`src/rtl/fir_mc_seq.sv`:
```
// Time-shared multi-channel FIR filter.
// One signed multiply-accumulate unit walks the taps of one channel per
// sample. The result is rounded, shifted and saturated to OWIDTH bits.
// Coefficients live in a shadow bank and an active bank. A swap copies the
// shadow bank into the active bank only while the engine is idle.
module fir_mc_seq #(
  parameter int IWIDTH   = 16,
  parameter int CWIDTH   = 16,
  parameter int TAPS     = 8,
  parameter int CHANNELS = 2,
  parameter int OWIDTH   = 16,
  parameter int SHIFT    = 15
) (
  input  logic                                               clk,
  input  logic                                               rst,
  input  logic                                               coef_we,
  input  logic [$clog2(TAPS)-1:0]                            coef_addr,
  input  logic [CWIDTH-1:0]                                  coef_data,
  input  logic                                               coef_swap,
  input  logic                                               in_valid,
  output logic                                               in_ready,
  input  logic [IWIDTH-1:0]                                  in_data,
  input  logic [((CHANNELS > 1) ? $clog2(CHANNELS) : 1)-1:0] in_chan,
  output logic                                               out_valid,
  output logic [OWIDTH-1:0]                                  out_data,
  output logic [((CHANNELS > 1) ? $clog2(CHANNELS) : 1)-1:0] out_chan,
  output logic                                               out_sat
);

  localparam int AW     = $clog2(TAPS);
  localparam int CHW    = (CHANNELS > 1) ? $clog2(CHANNELS) : 1;
  localparam int PW     = IWIDTH + CWIDTH;
  localparam int AWIDTH = PW + AW;
  // One guard bit keeps the rounding add from overflowing.
  localparam int RW     = AWIDTH + 1;
  // Wide enough to hold both the shifted sum and the output limits.
  localparam int XW     = ((RW > OWIDTH) ? RW : OWIDTH) + 1;

  localparam logic signed [RW-1:0] RND =
    (SHIFT > 0) ? (RW'(1) << ((SHIFT > 0) ? SHIFT - 1 : 0)) : '0;
  localparam logic signed [XW-1:0] OMAX_X = {{(XW-OWIDTH+1){1'b0}}, {(OWIDTH-1){1'b1}}};
  localparam logic signed [XW-1:0] OMIN_X = {{(XW-OWIDTH+1){1'b1}}, {(OWIDTH-1){1'b0}}};
  localparam logic [OWIDTH-1:0]    OMAX_O = {1'b0, {(OWIDTH-1){1'b1}}};
  localparam logic [OWIDTH-1:0]    OMIN_O = {1'b1, {(OWIDTH-1){1'b0}}};

  typedef enum logic [1:0] {S_IDLE, S_MAC, S_OUT} state_t;

  state_t state_q, state_d;

  logic signed [IWIDTH-1:0] dline    [CHANNELS][TAPS];
  logic [AW-1:0]            wptr     [CHANNELS];
  logic signed [CWIDTH-1:0] coef_sh  [TAPS];
  logic signed [CWIDTH-1:0] coef_act [TAPS];
  logic                     swap_pend;

  logic [CHW-1:0]           chan_q;
  logic [AW-1:0]            rptr;
  logic [AW-1:0]            kcnt;
  logic signed [AWIDTH-1:0] acc;

  logic                     accept;
  logic                     do_swap;
  logic                     chan_ok;
  logic                     addr_ok;
  logic                     last_tap;
  logic signed [IWIDTH-1:0] x_cur;
  logic signed [CWIDTH-1:0] c_cur;
  logic signed [PW-1:0]     prod;

  logic signed [RW-1:0]     rsum;
  logic signed [RW-1:0]     rshift;
  logic signed [XW-1:0]     rext;
  logic                     sat_hi;
  logic                     sat_lo;
  logic [OWIDTH-1:0]        res_o;

  // The extra leading zero keeps these range checks meaningful when
  // TAPS or CHANNELS is not a power of two.
  assign chan_ok  = ({1'b0, in_chan} < (CHW+1)'(CHANNELS));
  assign addr_ok  = ({1'b0, coef_addr} < (AW+1)'(TAPS));
  assign last_tap = (kcnt == AW'(TAPS - 1));

  // MAC operands: the newest sample pairs with c[0], then walk back in time.
  assign x_cur = dline[chan_q][rptr];
  assign c_cur = coef_act[kcnt];
  assign prod  = PW'(x_cur) * PW'(c_cur);

  // State register.
  always_ff @(posedge clk) begin
    if (rst) state_q <= S_IDLE;
    else     state_q <= state_d;
  end

  // Next state, handshake and swap permission.
  // NOTE: every signal is given a default first so no path leaves one
  // unassigned, which would otherwise infer a latch.
  always_comb begin
    state_d  = state_q;
    in_ready = 1'b0;
    accept   = 1'b0;
    do_swap  = 1'b0;
    unique case (state_q)
      S_IDLE: begin
        in_ready = !rst;
        do_swap  = coef_swap || swap_pend;
        // A sample on a channel that does not exist is consumed and dropped.
        accept   = in_valid && chan_ok;
        if (accept) state_d = S_MAC;
      end
      S_MAC:   if (last_tap) state_d = S_OUT;
      S_OUT:   state_d = S_IDLE;
      default: state_d = S_IDLE;
    endcase
  end

  // Delay lines and per-channel write pointers.
  // NOTE: the delay lines are cleared on reset, so they are built from
  // flops and cannot be mapped onto a RAM macro.
  always_ff @(posedge clk) begin
    if (rst) begin
      for (int c = 0; c < CHANNELS; c++) begin
        wptr[c] <= '0;
        for (int t = 0; t < TAPS; t++) dline[c][t] <= '0;
      end
    end else if (accept) begin
      dline[in_chan][wptr[in_chan]] <= in_data;
      wptr[in_chan] <= (wptr[in_chan] == AW'(TAPS - 1)) ? '0 : wptr[in_chan] + AW'(1);
    end
  end

  // Shadow and active coefficient banks, with the deferred swap request.
  // NOTE: non-blocking assignments make a swap copy the shadow bank as it
  // stood before a write landing in the same cycle.
  always_ff @(posedge clk) begin
    if (rst) begin
      for (int t = 0; t < TAPS; t++) begin
        coef_sh[t]  <= '0;
        coef_act[t] <= '0;
      end
      swap_pend <= 1'b0;
    end else begin
      if (do_swap) begin
        coef_act  <= coef_sh;
        swap_pend <= 1'b0;
      end else if (coef_swap) begin
        swap_pend <= 1'b1;
      end
      if (coef_we && addr_ok) coef_sh[coef_addr] <= coef_data;
    end
  end

  // Convolution engine: one tap per cycle while in MAC.
  always_ff @(posedge clk) begin
    if (rst) begin
      acc    <= '0;
      kcnt   <= '0;
      rptr   <= '0;
      chan_q <= '0;
    end else begin
      unique case (state_q)
        S_IDLE: begin
          if (accept) begin
            acc    <= '0;
            kcnt   <= '0;
            rptr   <= wptr[in_chan];
            chan_q <= in_chan;
          end
        end
        S_MAC: begin
          acc  <= acc + {{(AWIDTH-PW){prod[PW-1]}}, prod};
          kcnt <= kcnt + AW'(1);
          rptr <= (rptr == '0) ? AW'(TAPS - 1) : rptr - AW'(1);
        end
        default: ;
      endcase
    end
  end

  // Round half up, arithmetic shift, then clip to the output range.
  always_comb begin
    rsum   = {acc[AWIDTH-1], acc} + RND;
    rshift = rsum >>> SHIFT;
    rext   = XW'(rshift);
    sat_hi = (rext > OMAX_X);
    sat_lo = (rext < OMIN_X);
    if (sat_hi)      res_o = OMAX_O;
    else if (sat_lo) res_o = OMIN_O;
    else             res_o = rext[OWIDTH-1:0];
  end

  // Output registers: strobe for one cycle and hold the data between strobes.
  always_ff @(posedge clk) begin
    if (rst) begin
      out_valid <= 1'b0;
      out_data  <= '0;
      out_chan  <= '0;
      out_sat   <= 1'b0;
    end else begin
      out_valid <= (state_q == S_OUT);
      if (state_q == S_OUT) begin
        out_data <= res_o;
        out_chan <= chan_q;
        out_sat  <= sat_hi || sat_lo;
      end
    end
  end

endmodule

```
`config.mk`:
```
export PLATFORM = sky130hd
export DESIGN_NAME = fir_mc_seq
export DESIGN_NICKNAME = d
export VERILOG_FILES = /design/src/rtl/fir_mc_seq.sv
export SDC_FILE = /design/constraint.sdc
export NUM_CORES = 2
export LEC_CHECK = 0
export ABC_AREA = 1
export CORE_AREA = 4 4 354 356
export CTS_CLUSTER_SIZE = 25
export DETAILED_ROUTE_END_ITERATION = 10
export DIE_AREA = 0 0 358 360
export GPL_ROUTABILITY_DRIVEN = 0
export RECOVER_POWER = 25
export SLEW_MARGIN = 30
export SYNTH_ARGS = -nofsm -noshare
export SYNTH_HDL_FRONTEND = slang
export SYNTH_SLANG_ARGS = --single-unit
```
`constraint.sdc`:
```
create_clock -name clk -period 9.51 [get_ports clk]
set_clock_uncertainty 0.1 [all_clocks]
set_input_delay 1.4265 -clock clk [delete_from_list [all_inputs] [get_ports clk]]
set_output_delay 1.4265 -clock clk [all_outputs]
set_load 0.005 [all_outputs]
```
==> metrics.cfg <==
[timing]
fmax_mhz=113
finalCriticalPeriod_ns=8.87
rsz0062_at_grt=no
finalMaxSlewViolations=213
hold_violations=0
slew_headroom_pct=-221
finalSetupViolCount=0
fin_crit_sh_pct=93.2
fin_hold_ws_ns=0.363
worst_slew_pin_slew_ns=4.82
fin_tns_setup_ns=0

[worst_setup_path]
crit_arrival_ns=9.33
ff2ff_path_depth=38
slowest_stage=fa_1
rrSetupSlack_ns=0.64
critical_path.startpoint_type=register
path_max_fanout=17
required_ns=9.97
r2r-end=acc[34]
crit_type=register to register
worstSetupEndpointType=register
max_stage_delay_ns=0.54

[floorplan]
die_y_um=360
die_w_um=358
start_util_pct=29.9
io_pins=61
row_count=128
placeableCoreArea_mm2=0.122
die-area_mm2=0.129

[route]
drt_iter0_drc=2434
drtAntennaViolNets=0
wirelength_mm=108
firstDrtPassIters=5
wire_per_inst_um=17.9
vias=29800
viasPerCell=4.94
route.detailed.drc=0

[logic_synthesis]
synth_edf_count=262
syn_avg_cell_area_um2=8.35
netlist.area_leader.share_pct=21.6
syn-cell-area_mm2=0.0364
yosys-top-cells-area=edfxtp_1 (22%), dfxtp_1 (18%), fa_1 (14%), nor2_1 (9.9%), o21ai_0 (6.5%)
ys_types=60
yosysMostFrequentCell=nor2_1
synthTopCellsByCount=nor2_1 (961), inv_1 (581), nand2_1 (511)
seq_area_frac_synth_pct=39.3
yosys_warnings=0
async_reset_ff_share_pct=0
synth_flop_cell=dfxtp_1
synth-seq-cells=583
synthesis.nets=4782
synth_cells=4355
synth.largest_area_cell=edfxtp_1

[hold_path]
holdCritStartpoint=out_data[15]
hold_path_class=register to register
min_path_cells=2
min_to=out_data[15]

[final_layout]
stdcell_count=6034
drive_above_1_share_pct=6.17
area_growth_syn_to_layout_pct=13.2
fin_nets=4788

[place]
post-place-cells=5911
hpwlAfterDp_mm=73.4
port_buffers=60

[clocking]
clock-sinks=583
cts_root_buf=clkbuf_16
cts_buffers=66
cts_tree=done
clock_latency_ns=0.63
ctsHoldBuffers=0
cts.path.max_buffers=3
ctsHtreeMaxLevel=3
clkTransAtPathRegs_ns=0.06

[flow_run]
drv_cap=3

[grt]
grt_pass1_wl_mm=169
antenna_found_initial=2
grt_overflow_total=0
grt_start_max_net_pins=135
grt.total_usage_pct=16.4
first_global_vias=29200

[status]
violations=capacitance limit, slew limit
status=complete, but fails checks

==> stage by stage <==
| step | instance area [um^2] | worst slack, ns | utilization (%) |
|---|---|---|---|
| 4_1_cts | 41100 | 0.635 | 33.7 |
| 3_3_place_gp | 38900 | 0.707 | 31.9 |
| 6_report | 41100 | 0.643 | 33.8 |
| 2_1_floorplan | 36400 | 1.78 | - |
| 3_5_place_dp | 38900 | 0.652 | 31.9 |
| 5_1_grt | 41100 | 0.0263 | 33.8 |
==> worst max path at each step <==
stage                    to  slack, ns      from
floorplan           acc[33]       1.78  register
global placement    acc[32]       0.71  register
detailed placement  acc[34]       0.65   kcnt[0]
CTS                 acc[34]       0.64  register
global route        acc[34]       0.03  register
finish              acc[34]       0.64  register
==> worst max-delay path: cells and delay by family, from the launching register on <==
family,cells,cell delay [ns]
xor gates and xnor gates,1,0.15
AOI/OAI and AO/OA,6,1.09
adders and majority gates,8,3.77
and+or+nand+nor,15,2.29
buffers and inverters,8,0.98
DFF,1,0.38
==> flip-flops by register name, indices dropped and copies added, names as in the netlist, named ones only <==
signal,cells
dline,256
wptr,6
out_sat,1
state_q,2
coef_sh,128
kcnt,3
coef_act,128
chan_q,1
out_chan,1
acc,35
out_data,16
rptr,3
out_valid,1
swap_pend,1
==> layout by cell type (no fill, tap or decap), drive strengths merged, types with 5 or more instances in the layout <==
cell,count
o22ai,20
xor2,20
mux2i,64
a31oi,10
dlygate4sd3,22
a21oi,216
ha,123
clkinvlp,5
edfxtp,262
or2,8
xnor2,13
nor2,969
nand2,522
clkbuf,92
clkdlybuf4s50,37
o21ai,480
nor3,19
o211ai,66
inv,588
dfxtp,321
o21bai,9
a21o,10
nand4,16
clkinv,25
a32o,12
buf,87
fa,263
nand3,98
==> area by class of cell <==
class | count | area (um^2)
diodes | 1 | 2.50
clock buffers | 90 | 1850
clock inverters | 25 | 332
fillers | 12600 | 80600
inverters | 597 | 2260
multi-input cells | 2965 | 19000
flip-flops and latches | 583 | 14300
well taps | 1625 | 2030
repair buffers | 148 | 1400
==> what timing repair did <==
action | CTS | global route
endpoints found under the setup margin | 0 | 6
gates resized for setup | 0 | 10
buffers inserted | 0 | 7
==> routing by layer <==
metal	share of wire (%)	GRT usage [%]
met1	42	21.3
met2	48	28.2
met3	6.0	2.19
met4	3.4	5.65
met5	0	0
==> kinds of logic (layout without fill, tap and decap cells) <==
family | count (synthesis) | in the layout | share of synthesized area [%]
flops | 583 | 583 | 39.3
mux | 64 | 64 | 1.76
fa+ha+maj | 386 | 386 | 18.7
xor+xnor | 33 | 33 | 0.795
simple gates | 1644 | 1644 | 18.1
compound gates | 838 | 838 | 12.7
other cells | 0 | 1 | 0
buf+inv | 807 | 860 | 8.67
Power is not shown: default switching activity piles up to over one toggle a cycle in this logic, so the estimate is an artifact.
